File: src/rtl/lsu_rmw_pkg.sv
// Shared definitions for the load/store unit: op codes, FSM encoding, window size.
// The optional unaligned LWL/LWR/SWL/SWR support is controlled by UNALIGNED_LR_EN.
package lsu_rmw_pkg;

  localparam int unsigned DM_BYTES_DEF = 4096;

  localparam logic [3:0] LSU_LW  = 4'd0;
  localparam logic [3:0] LSU_LH  = 4'd1;
  localparam logic [3:0] LSU_LHU = 4'd2;
  localparam logic [3:0] LSU_LB  = 4'd3;
  localparam logic [3:0] LSU_LBU = 4'd4;
  localparam logic [3:0] LSU_SW  = 4'd5;
  localparam logic [3:0] LSU_SH  = 4'd6;
  localparam logic [3:0] LSU_SB  = 4'd7;
  localparam logic [3:0] LSU_SWL = 4'd8;
  localparam logic [3:0] LSU_SWR = 4'd9;
  localparam logic [3:0] LSU_LWL = 4'd10;
  localparam logic [3:0] LSU_LWR = 4'd11;

  typedef enum logic [1:0] {
    ST_IDLE = 2'd0,
    ST_RD   = 2'd1,
    ST_WR   = 2'd2,
    ST_RSP  = 2'd3
  } state_e;

endpackage

File: src/rtl/lsu_rmw_lane_merge.sv
// Byte-lane steering: builds the merged store word and the extended load value.
// LWL/LWR/SWL/SWR lane handling exists only when UNALIGNED_LR_EN is defined.
module lsu_lane_merge
  import lsu_rmw_pkg::*;
(
  input  logic [3:0]  op,
  input  logic [1:0]  b,
  input  logic [31:0] word,
  input  logic [31:0] wdata,
  output logic [31:0] st_word,
  output logic [31:0] ld_data
);

  logic [4:0]  sh_b;
  logic [4:0]  sh_nb;
  logic [15:0] half;
  logic [7:0]  byt;

  // sh_nb is the shift for (3-b) bytes, which is just the inverted lane index
  assign sh_b  = {b, 3'b000};
  assign sh_nb = {~b, 3'b000};
  assign half  = b[1] ? word[31:16] : word[15:0];
  assign byt   = 8'(word >> sh_b);

  always_comb begin
    st_word = wdata;
    ld_data = word;
    case (op)
      LSU_LH:  ld_data = {{16{half[15]}}, half};
      LSU_LHU: ld_data = {16'h0000, half};
      LSU_LB:  ld_data = {{24{byt[7]}}, byt};
      LSU_LBU: ld_data = {24'h000000, byt};
      LSU_SH:  st_word = b[1] ? {wdata[15:0], word[15:0]} : {word[31:16], wdata[15:0]};
      LSU_SB:  st_word = (word & ~(32'h0000_00FF << sh_b)) | ({24'h000000, wdata[7:0]} << sh_b);
`ifdef UNALIGNED_LR_EN
      LSU_SWL: st_word = (word & ~(32'hFFFF_FFFF >> sh_nb)) | (wdata >> sh_nb);
      LSU_SWR: st_word = (word & ~(32'hFFFF_FFFF << sh_b)) | (wdata << sh_b);
      LSU_LWL: ld_data = (wdata & ~(32'hFFFF_FFFF << sh_nb)) | (word << sh_nb);
      LSU_LWR: ld_data = (wdata & ~(32'hFFFF_FFFF >> sh_b)) | (word >> sh_b);
`endif
      default: ;
    endcase
  end

endmodule

File: src/rtl/lsu_rmw.sv
// Load/store unit driving a word-only data memory, with read-modify-write for sub-word stores.
// Define UNALIGNED_LR_EN to make LWL/LWR/SWL/SWR legal; otherwise they return err.
module lsu_rmw
  import lsu_rmw_pkg::*;
#(
  parameter logic [31:0] DM_BASE  = 32'h0000_0000,
  parameter int unsigned DM_BYTES = DM_BYTES_DEF
) (
  input  logic        clk,
  input  logic        reset,
  input  logic        req,
  input  logic [3:0]  op,
  input  logic [31:0] addr,
  input  logic [31:0] wdata,
  output logic        busy,
  output logic        done,
  output logic        err,
  output logic [31:0] rdata,
  output logic [9:0]  mem_addr,
  output logic        mem_we,
  output logic [31:0] mem_din,
  input  logic [31:0] mem_dout
);

  state_e      state_q, state_d;
  logic [3:0]  op_q, op_d;
  logic [11:0] addr_q, addr_d;
  logic [31:0] wdata_q, wdata_d;
  logic [31:0] word_q, word_d;
  logic        err_q, err_d;
  logic [31:0] rdata_q, rdata_d;

  logic [31:0] merge_word;
  logic [31:0] st_word;
  logic [31:0] ld_data;
  logic [31:0] offs;
  logic        bad_req;

  function automatic logic op_legal(input logic [3:0] o);
    case (o)
      LSU_LW, LSU_LH, LSU_LHU, LSU_LB, LSU_LBU,
      LSU_SW, LSU_SH, LSU_SB: op_legal = 1'b1;
`ifdef UNALIGNED_LR_EN
      LSU_SWL, LSU_SWR, LSU_LWL, LSU_LWR: op_legal = 1'b1;
`endif
      default: op_legal = 1'b0;
    endcase
  endfunction

  function automatic logic misaligned(input logic [3:0] o, input logic [1:0] b);
    case (o)
      LSU_LW, LSU_SW:          misaligned = (b != 2'b00);
      LSU_LH, LSU_LHU, LSU_SH: misaligned = b[0];
      default:                 misaligned = 1'b0;
    endcase
  endfunction

  function automatic logic is_load(input logic [3:0] o);
    case (o)
      LSU_LW, LSU_LH, LSU_LHU, LSU_LB, LSU_LBU, LSU_LWL, LSU_LWR: is_load = 1'b1;
      default: is_load = 1'b0;
    endcase
  endfunction

  assign offs    = addr - DM_BASE;
  assign bad_req = !op_legal(op) || misaligned(op, addr[1:0]) || (offs >= 32'(DM_BYTES));

  // In RD the memory word is consumed straight off the async read port
  assign merge_word = (state_q == ST_RD) ? mem_dout : word_q;

  lsu_lane_merge u_merge (
    .op      (op_q),
    .b       (addr_q[1:0]),
    .word    (merge_word),
    .wdata   (wdata_q),
    .st_word (st_word),
    .ld_data (ld_data)
  );

  always_comb begin
    state_d = state_q;
    op_d    = op_q;
    addr_d  = addr_q;
    wdata_d = wdata_q;
    word_d  = word_q;
    err_d   = err_q;
    rdata_d = rdata_q;
    case (state_q)
      ST_IDLE: begin
        if (req) begin
          op_d    = op;
          addr_d  = addr[11:0];
          wdata_d = wdata;
          err_d   = bad_req;
          if (bad_req) begin
            state_d = ST_RSP;
            rdata_d = '0;
          end else if (op == LSU_SW) begin
            state_d = ST_WR;
          end else begin
            state_d = ST_RD;
          end
        end
      end
      ST_RD: begin
        word_d = mem_dout;
        if (is_load(op_q)) begin
          state_d = ST_RSP;
          rdata_d = ld_data;
        end else begin
          state_d = ST_WR;
        end
      end
      ST_WR: begin
        state_d = ST_RSP;
        rdata_d = '0;
      end
      ST_RSP:  state_d = ST_IDLE;
      default: state_d = ST_IDLE;
    endcase
  end

  always_ff @(posedge clk) begin
    if (reset) begin
      state_q <= ST_IDLE;
      addr_q  <= '0;
      err_q   <= 1'b0;
      rdata_q <= '0;
    end else begin
      state_q <= state_d;
      addr_q  <= addr_d;
      err_q   <= err_d;
      rdata_q <= rdata_d;
    end
  end

  always_ff @(posedge clk) begin
    op_q    <= op_d;
    wdata_q <= wdata_d;
    word_q  <= word_d;
  end

  assign busy     = (state_q != ST_IDLE);
  assign done     = (state_q == ST_RSP);
  assign err      = done & err_q;
  assign rdata    = rdata_q;
  assign mem_addr = addr_q[11:2];
  assign mem_we   = (state_q == ST_WR) & ~reset;
  assign mem_din  = (state_q == ST_WR) ? st_word : '0;

endmodule
File: config.mk
export PLATFORM = sky130hd
export DESIGN_NAME = lsu_rmw
export DESIGN_NICKNAME = d
export VERILOG_FILES = /design/src/rtl/lsu_rmw_pkg.sv /design/src/rtl/lsu_rmw_lane_merge.sv /design/src/rtl/lsu_rmw.sv
export SDC_FILE = /design/constraint.sdc
export NUM_CORES = 1
export LEC_CHECK = 0
export ABC_AREA = 0
export ABC_CLOCK_PERIOD_IN_PS = 4500
export CORE_MARGIN = 4
export CORE_UTILIZATION = 50
export DETAILED_ROUTE_END_ITERATION = 7
export GPL_TIMING_DRIVEN = 1
export PLACE_DENSITY = 0.85
export SETUP_SLACK_MARGIN = 0.4
export SLEW_MARGIN = 15
export SYNTH_ARGS = -nofsm -noshare
export SYNTH_HDL_FRONTEND = slang
export SYNTH_SLANG_ARGS = --single-unit
File: constraint.sdc
create_clock -name clk -period 4.5 [get_ports clk]
set_input_delay 0.9 -clock clk [delete_from_list [all_inputs] [get_ports clk]]
set_output_delay 0.9 -clock clk [all_outputs]
set_load 0.01 [all_outputs]
======== Yosys cells after proc, flatten, opt, wreduce, memory -nomap -nowiden ========
Index checks and enable logic that the tools add are counted.
storage, ports and cells
  bits in registers ....................... 115
  output and inout bits ................... 78
  logic and storage cells ................. 68
operators by class
  equal/unequal tests ..................... 18
  shifts and indexed selects .............. 3
  reductions and logical operators ........ 14
  bitwise operators ....................... 6
  $lt $le $gt $ge ......................... 1
  multiplexer cells ....................... 19
operators by type and width
  kind                                                                     number
  32-bit two-way mux                                                       6
  32-bit one-hot mux with 4 select lines                                   1
  32-bit one-hot mux with 3 select lines                                   1
  32-bit one-hot mux with 2 select lines                                   1
  32-bit AND                                                               1
  32-bit by 13-bit >= comparator with 1-bit output, second input constant  1
  32-bit NOT                                                               1
  32-bit bitwise OR                                                        1
  8-bit by 5-bit << shifter with 32-bit output                             1
  8-bit by 5-bit << shifter with 32-bit output, first input constant       1
  32-bit by 5-bit >> shifter with 8-bit output                             1
  4-bit by 3-bit equality test with 1-bit output, second input constant    5
  16-bit two-way mux                                                       1
  4-bit by 2-bit equality test with 1-bit output, second input constant    3
  4-bit by 1-bit equality test with 1-bit output, second input constant    2
  4-bit equality test, second input constant                               2
  4-bit zero test                                                          2
  2-bit one-hot mux with 4 select lines                                    1
  7-bit OR reduction                                                       1
  2-bit two-way mux                                                        3
  2-bit equality test, second input constant                               2
  1-bit two-way mux                                                        4
  2-bit != test, second input constant                                     2
  4-bit AND reduction                                                      1
  other kinds (13)                                                         16

======== Depth between registers and ports, before layout ========
Gate-level depths: netlist (run 1).
  depth after elaboration ................. 8
  mapped depth ............................ 11
  depth with buffers taken out ............ 9

======== Hierarchy ========
From an unflattened synthesis (run 1), not the netlist that was laid out.
second synthesis, totals
  cells, all modules ...................... 792
  area, all modules ....................... 7063.0 sq um
by module, submodules not included
  module          area each (sq um)  cells an instance  sequential area each (sq um)  instances
  lsu_rmw         5370.2             563                2662.6                        1
  lsu_lane_merge  1692.9             229                0.0                           1

======== Worst setup path after synthesis (run 1) ========
No wires, ideal clock.
  kind .................................... register to output
  start point ............................. register op_q[3]
  end point ............................... output port mem_din[27]
  path slack .............................. 1.745 ns
  cell stages (with the launch flop) ...... 8
  path buffers ............................ 3
  arrival ................................. 1.855 ns
  path through ............................ edfxtp_1 buf_2 nand2b_1 or2_2 buf_2 clkbuf_1 a222oi_1 a21boi_0
on the way
  longest elaborated chain between the ends .. 3
  elaborated cells between the ends (all ways) .. 4
RTL lines
  element                                         line                      text
  from (decl)                                     lsu_rmw.sv:26             logic [3:0] op_q, op_d;
  from (signal assigned)                          lsu_rmw.sv:138            op_q <= op_d;
  4-bit by 3-bit equality test with 1-bit output  lsu_rmw_lane_merge.sv:28  case (op)
  32-bit one-hot mux with 2 select lines *        lsu_rmw_lane_merge.sv:28
  32-bit two-way mux *                            lsu_rmw.sv:149            assign mem_din = (state_q == ST_WR) ? st_word : '0;
  to (decl)                                       lsu_rmw.sv:21             output logic [31:0] mem_din,
Every way passes the cells marked *; elsewhere a longest branch is shown, timed or not.

======== Final worst setup path (run 1) ========
  start point ............................. register state_q[1]
  end point ............................... output port mem_din[9]
on the way
  longest elaborated chain between the ends .. 6
  elaborated cells between the ends (all ways) .. 8
RTL lines
  element                                           line                      text
  from (decl)                                       lsu_rmw.sv:25             state_e state_q, state_d;
  from (signal assigned)                            lsu_rmw.sv:130            state_q <= state_d;
  2-bit by 1-bit equality test with 1-bit output *  lsu_rmw.sv:69             assign merge_word = (state_q == ST_RD) ? mem_dout : word_q;
  32-bit two-way mux *                              -
  via merge_word[9]                                 lsu_rmw.sv:33             logic [31:0] merge_word;
  32-bit AND                                        lsu_rmw_lane_merge.sv:34  LSU_SB: st_word = (word & ~(32'h0000_00FF << sh_b)) | ({24'h000000, wdata[7:0]} << sh_b);
  32-bit bitwise OR                                 lsu_rmw_lane_merge.sv:34
  32-bit one-hot mux with 2 select lines *          lsu_rmw_lane_merge.sv:28
  32-bit two-way mux *                              lsu_rmw.sv:149
The timed path passes the listed nets; every way through them passes the cells marked *.

==> impl_summary.txt, run 1 <==
----------------------------------------------------
[Layout]
  Number of antenna cells inserted ... 0
  Post-layout utilization of the core ... 73.30%
  Final design area excluding fillers ... just over 8000 um^2
  Most common cell after layout, fill and taps aside ... sky130_fd_sc_hd__clkdlybuf4s50_1
  Post-layout net count ... approximately 890
  Leading cell types in the layout, fill and taps excluded ... sky130_fd_sc_hd__clkdlybuf4s50_1, sky130_fd_sc_hd__nand2_1, sky130_fd_sc_hd__dfxtp_1
  P&R area growth vs syn ... 41.78%
  Layout cell share with drive strength beyond 1 ... between 8 and 9%

[Outcome]
  Result of the run ... finished, final reports clean

[Setup path]
  Worst setup slack for register-to-register paths ... about 1.7 ns
  Type of the worst setup path ... register to output port
  Startpoint type of the worst setup path ... register
  Arrival time at the worst endpoint ... 3.04 ns
  Endpoint class of the critical path ... output port
  Data required time of the worst path ... ~3.6 ns
  CP max FO ... 42

[Die]
  Area enclosed by the die boundary ... roughly 13,000 um^2
  Die boundary height ... 114.6 um
  Starting density of the core ... between 50% and 60%
  Number of rows created at floorplan ... 38
  X dimension of the die ... roughly 110 um
  IO Count ... between 150 and 200
  Standard cell core area ... 10,980 um^2

[Pwr]
  Worst supply voltage drop on vdd ... around 0.34 mV
  P_leak ... roughly 0.003 uW
  Final Power ... 4951 uW
  Areal power density over the cells ... ~600 nW/um^2

[Synth]
  Fraction of synthesis flops using an asynchronous set or reset pin ... 0%
  Mean area per synthesized cell ... slightly above 9 um^2
  Count of flip-flops with a built-in enable after synthesis ... 36
  Top FF cell, synth ... sky130_fd_sc_hd__dfxtp_1
  Post-synthesis instance area ... between 5000 and 6000 um^2
  FF+latch count, synth ... roughly 120
  Portion of the post-synthesis area used by sequential elements ... 46.89%
  Synth warnings ... 0
  Mapped Cells ... 624
  Post-synth cell types ... between 50 and 60
  Post-Syn Nets ... approximately 730

[Routing]
  Final wirelength ... about 18 mm
  DRT Pass-1 Iters ... 6
  Average routed wire per standard cell ... between 15 and 20 um
  Vias ... about 5,300
  Count of antenna-violating nets left after detailed routing ... 0
  Routed vias/inst ... 5.730
  Number of DRC markers after the initial detailed-route iteration ... about 480
  DRC violation count after routing ... 0

[Clock tree]
  Post-CTS Hold Buffers ... 0
  Maximum count of clock buffers along a single path ... 2
  CTS tree ... done
  Clock buffer count from CTS ... 17
  Maximum level of the CTS H-tree ... 4
  Total clock sinks ... approximately 120
  Skew-Pair Late Insertion Delay ... just over 0.4 ns
  Post-CTS setup buffer count ... 0
  Clock root buffer ... sky130_fd_sc_hd__clkbuf_16
  Clk slew on worst S/H paths ... approximately 0.06 ns
  Number of instances resized during post-cts repair ... 0

[STA]
  Final setup violating endpoints ... 0
  Worst-case headroom to the max-slew limit ... ~33%
  Setup ws final ... 0.5569 ns
  Max Fclk ... about 250 MHz
  Final Hold Vio Count ... 0
  Clock tree skew after final layout ... around 0.0068 ns
  Final period util ... between 80 and 90%
  Final number of max-transition violations ... 0
  Final critical path time including I/O delays and setup ... roughly 3.9 ns
  Setup repair after global routing missed its margin ... false
  Setup TNS ... 0 ns
  Actual slew at the worst max-slew pin ... 1.012 ns

[Global routing]
  Number of antenna violations at the first check in global routing ... 0
  Global route overflow ... 0
  Maximum number of pins on one net before global-route repair ... 43
  First-pass GRT wire length ... approximately 28 mm
  Via count of the first global-routing pass ... around 5,400
  Total routing usage reported by global routing ... between 20% and 30%

[Place]
  Area post-placement ... roughly 7400 um^2
  # port buffers ... 180
  Worst-case setup slack after placement ... about 0.76 ns
  Final weighted congestion of routability-driven global placement ... about 0.85
  DPL Wire Length ... 13.24 mm

[Job]
  Count of max-cap constraint violations ... 0

[Min path]
  Worst min-delay path class ... register to register

----------------------------------------------------
## critical path: stages, from the launching register on
cell and delay (ns):
sky130_fd_sc_hd__dfxtp_1 0.34, sky130_fd_sc_hd__inv_1 0.11, sky130_fd_sc_hd__ha_1 0.16, sky130_fd_sc_hd__buf_6 0.35
sky130_fd_sc_hd__mux2_2 0.31, sky130_fd_sc_hd__inv_1 0.06, sky130_fd_sc_hd__o21ai_0 0.25, sky130_fd_sc_hd__a22oi_1 0.13
sky130_fd_sc_hd__o21ai_0 0.20, sky130_fd_sc_hd__and2_1 0.17, sky130_fd_sc_hd__clkdlybuf4s50_1 0.55
## power by group
| group | switching, uW | total [uW] | internal, uW |
|---|---|---|---|
| sequential | 149 | 1550 | 1400 |
| combinational | 1180 | 2010 | 831 |
| clock | 514 | 1390 | 878 |
## state kept, by name, indices dropped and copies added (netlist names)
| name | flops |
|---|---|
| rdata | 32 |
| wdata_q | 32 |
| word_q | 32 |
| addr_q | 12 |
| op_q | 4 |
| state_q | 2 |
| err_q | 1 |
## cells in the mapped netlist (5+ instances only)
cell | number | area share, %
sky130_fd_sc_hd__nand2_1 | 88 | 5.8
sky130_fd_sc_hd__mux2_2 | 13 | 2.6
sky130_fd_sc_hd__dfxtp_1 | 79 | 28
sky130_fd_sc_hd__ha_1 | 5 | 1.1
sky130_fd_sc_hd__buf_2 | 9 | 0.79
sky130_fd_sc_hd__o2bb2ai_1 | 22 | 3.4
sky130_fd_sc_hd__clkbuf_1 | 21 | 1.4
sky130_fd_sc_hd__a222oi_1 | 7 | 1.2
sky130_fd_sc_hd__a21oi_1 | 47 | 4.1
sky130_fd_sc_hd__buf_4 | 11 | 1.5
sky130_fd_sc_hd__buf_1 | 5 | 0.33
sky130_fd_sc_hd__o211ai_1 | 7 | 0.93
sky130_fd_sc_hd__a211oi_1 | 9 | 1.2
sky130_fd_sc_hd__inv_1 | 34 | 2.2
sky130_fd_sc_hd__o22ai_1 | 9 | 0.99
sky130_fd_sc_hd__a22oi_1 | 8 | 1.1
sky130_fd_sc_hd__nor2b_1 | 16 | 1.8
sky130_fd_sc_hd__o211a_1 | 6 | 1.1
sky130_fd_sc_hd__a21boi_0 | 7 | 0.93
sky130_fd_sc_hd__nor2_1 | 57 | 3.8
sky130_fd_sc_hd__nor4_1 | 7 | 0.77
sky130_fd_sc_hd__o21ai_0 | 37 | 3.3
sky130_fd_sc_hd__or3_1 | 7 | 0.77
sky130_fd_sc_hd__mux2i_1 | 21 | 3.7
sky130_fd_sc_hd__edfxtp_1 | 36 | 19
sky130_fd_sc_hd__and2_1 | 10 | 1.1
## metal layers
layer,routed length (um),share of wire [%],global-route usage (%)
met1,7342,41,35.20
met2,8725,49,45.60
met3,1492,8.3,6.342
met4,405,2.3,8.472
met5,0,0,0
## path summary, 6_finish.rpt
path              cells after the start         end  startpoint
setup / recovery                     10  mem_din[9]  state_q[1]
hold / removal                        2    rdata[3]    rdata[3]
setup reg to reg                      7   rdata[16]     op_q[0]
hold reg to reg                       2    rdata[3]    rdata[3]
## cells by family after synthesis
family | Yosys count | synth area share [%]
AOI/OAI and AO/OA | 173 | 20.69
xor gates and xnor gates | 1 | 0.1543
adders and majority gates | 5 | 1.102
buffers and inverters | 84 | 7.007
DFF | 115 | 46.89
muxes | 35 | 6.677
and+or+nand+nor | 211 | 17.47
## area by class of cell
type                       count  area, um^2
fill                         811        2933
sequential                   115        2663
multi-input combinational    425        2618
timing repair buffer         187        1858
clock buffer                  18       429.2
clock inverter                14       180.2
tap                          140       175.2
inverter                      34       127.6
## metrics by stage
stage | hold WS, ns | instances
2_1_floorplan | 0.4367 | 624
3_3_place_gp | 0.4406 | 901
3_5_place_dp | 0.4448 | 901
4_1_cts | 0.4509 | 933
5_1_grt | 0.4664 | 933
6_report | 0.4509 | 933
No activity file was read; power rests on OpenSTA's default activity.
==> inputs of run 2 (changes only) <==
--- a/config.mk
+++ b/config.mk
@@ -7,6 +7,7 @@
 export LEC_CHECK = 0
 export ABC_AREA = 0
 export ABC_CLOCK_PERIOD_IN_PS = 4500
+export CORE_ASPECT_RATIO = 0.7
 export CORE_MARGIN = 4
 export CORE_UTILIZATION = 50
 export DETAILED_ROUTE_END_ITERATION = 7
==> impl_summary.txt, run 2 (same netlist as run 1, synthesis figures left out) <==
----------------------------------------------------
[Setup path]
  Cell family with the largest share of critical-path delay ... simple AND/OR/NAND/NOR gates
  Cells on worst reg2reg path ... 8 (+1)
  Slowest-stage cell, CP ... sky130_fd_sc_hd__clkdlybuf4s50_1
  Cells traversed along the worst timing path ... nand2b_1 -> nor2_1 -> nand2_1 -> nor2_1 -> a222oi_1 -> a21boi_0 -> clkdlybuf4s50_1
  Startpoint type of the worst setup path ... register
  Critical Path Most Common Cell ... sky130_fd_sc_hd__nor2_1
  Critical register-to-register path startpoint ... state_q[1]
  Endpoint class of the critical path ... output port
  Stages on worst setup path ... 7 (-3)
  Worst setup slack for register-to-register paths ... 1.71 ns (+0.05 ns)
  CP max FO ... 8 (-81%)
  Arrival time at the worst endpoint ... 3.05 ns (about the same)
  Bufs and invs on worst path ... 1 (-3)
  Type of the worst setup path ... register to output port
  Worst setup path startpoint ... op_q[3]
  Worst Setup EP ... mem_din[28]
  CP max stage delay ... 0.61 ns (+0.06 ns)
  End of the worst register-to-register path ... rdata[11]
  Data required time of the worst path ... 3.60 ns (about the same)

[Routing]
  Routed vias/inst ... 5.751 (+0.36%)
  Vias ... 5,446 (+1.9%)
  Average routed wire per standard cell ... 19.67 um (+2.2%)
  Final wirelength ... 18.63 mm (+3.7%)
  DRT Pass-1 Iters ... 6 (unchanged)
  Count of antenna-violating nets left after detailed routing ... 0 (unchanged)
  DRC violation count after routing ... 0 (unchanged)
  Number of DRC markers after the initial detailed-route iteration ... 664 (+39%)

[Die]
  Die boundary height ... 97.16 um (-15%)
  Standard cell core area ... 11,050 um^2 (+0.62%)
  Starting density of the core ... 51.38% (-0.32 points)
  IO Count ... 181 (unchanged)
  Number of rows created at floorplan ... 32 (-16%)
  X dimension of the die ... 135.4 um (+18%)
  Area enclosed by the die boundary ... 13,150 um^2 (+0.21%)

[STA]
  Actual slew at the worst max-slew pin ... 1.139 ns (+0.1264 ns)
  Max Fclk ... 253.3 MHz (-0.12%)
  Final period util ... 87.73% (+0.11 points)
  Final critical path time including I/O delays and setup ... 3.948 ns (+0.004915 ns)
  Final Hold Vio Count ... 0 (unchanged)
  Final setup violating endpoints ... 0 (unchanged)
  Worst-case headroom to the max-slew limit ... 24.10% (-8.4 points)
  Final number of max-transition violations ... 0 (unchanged)
  Setup repair after global routing missed its margin ... false
  Clock tree skew after final layout ... 0.01403 ns (+0.007243 ns)
  Setup ws final ... 0.5520 ns (-0.004915 ns)
  Setup TNS ... 0 ns (unchanged)

[Clock tree]
  Clock root buffer ... sky130_fd_sc_hd__clkbuf_16
  Post-CTS setup buffer count ... 0 (unchanged)
  Total clock sinks ... 115 (unchanged)
  CTS tree ... done
  Clock buffer count from CTS ... 17 (unchanged)
  Clk slew on worst S/H paths ... 0.06 ns (about the same)
  Post-CTS Hold Buffers ... 0 (unchanged)
  Number of instances resized during post-cts repair ... 0 (unchanged)
  Maximum count of clock buffers along a single path ... 2 (unchanged)
  Skew-Pair Late Insertion Delay ... 0.42 ns (about the same)
  Maximum level of the CTS H-tree ... 4 (unchanged)

[Place]
  Total placed cells including tap cells ... 915 (+1.6%)
  Worst-case setup slack after placement ... 0.7590 ns (+0.0006510 ns)
  Final weighted congestion of routability-driven global placement ... 0.9631 (+13%)
  # port buffers ... 180 (unchanged)
  DPL Wire Length ... 13.64 mm (+3.0%)
  Area post-placement ... 7461 um^2 (+0.32%)

[Layout]
  Most common cell after layout, fill and taps aside ... sky130_fd_sc_hd__clkdlybuf4s50_1
  Post-layout net count ... 889 (+0.11%)
  Leading cell types in the layout, fill and taps excluded ... sky130_fd_sc_hd__clkdlybuf4s50_1, sky130_fd_sc_hd__nand2_1, sky130_fd_sc_hd__dfxtp_1
  Final design area excluding fillers ... 8043 um^2 (about the same)
  Final Instance Count excl. Fillers ... 947 (+1.5%)
  Fill cells ... 787 (-3.0%)
  Area taken by multi-input logic gates ... 2623 um^2 (+0.19%)
  Register Area ... 2664 um^2 (about the same)
  Number of antenna cells inserted ... 0 (unchanged)
  Layout cell share with drive strength beyond 1 ... 8.564% (+0.49 points)
  P&R area growth vs syn ... 41.65% (about the same)

[Global routing]
  Total routing usage reported by global routing ... 28.16% (+0.82 points)
  Global route overflow ... 0 (unchanged)
  Maximum number of pins on one net before global-route repair ... 40 (-7.0%)
  Number of antenna violations at the first check in global routing ... 0 (unchanged)
  First-pass GRT wire length ... 29.08 mm (+4.0%)
  Via count of the first global-routing pass ... 5,348 (-0.58%)

[Min path]
  Launch point of the worst hold path ... addr_q[9]
  Worst min-delay path class ... register to register

[Outcome]
  Result of the run ... finished, final reports clean

[Job]
  Count of max-cap constraint violations ... 0 (unchanged)

[Pwr]
  Areal power density over the cells ... 611.7 nW/um^2 (-0.54%)
  P_leak ... 0.002999 uW (+0.12%)
  Worst supply voltage drop on vdd ... 0.3527 mV (+4.5%)

----------------------------------------------------
run 2: changes by cell type in the layout (fill, tap and decap cells not counted), sizes merged:
cell and change:
bufinv -2, inv +5, buf +1, clkinvlp -1, clkinv -1, clkbuf -1
run 2: how the worst min path moves through the flow:
stage	cells past startpoint	slack [ns]	endpoint
CTS	2	0.46	rdata[3]
floorplan	2	0.44	addr_q[10]
global route	2	0.47	rdata[3]
finish	2	0.46	addr_q[9]
global placement	2	0.44	addr_q[8]
detailed placement	1	0.45	rdata[23]
run 2: tightest hold or removal path: cells and delay by family (launching register included):
kind	cells	cell delay (ns)
AND/OR/NAND/NOR	1	0.05
AO/OA/AOI/OAI	1	0.05
flip-flops	1	0.31
run 2: cell type report:
class	instances	area share, %
clock buffers	17	5.289
inverters	34	1.587
repair buffers	188	23.15
clock inverters	15	1.867
well taps	153	2.380
multi-input cells	425	32.61
flip-flops and latches	115	33.12
run 2: stage by stage:
step	util (%)	power, uW	hold slack, ns
floorplan	-	2765	0.4367
global placement	67.52	3500	0.4428
detailed placement	67.52	3555	0.4453
CTS	72.72	4881	0.4567
global route	72.78	5153	0.4737
finish	72.78	4920	0.4582
run 2: routing by layer:
metal / wire length [um] / track usage (%) / part of all wire [%]
met1: 8597 / 41.41 / 46
met3: 1803 / 8.903 / 9.7
met4: 303 / 6.507 / 1.6
met5: 0 / 0 / 0
met2: 7922 / 40.33 / 43
run 2: report_power, final:
part	switching, uW	internal [uW]	total [uW]
clock network	530	774	1300
logic	1210	835	2040
registers	169	1400	1570
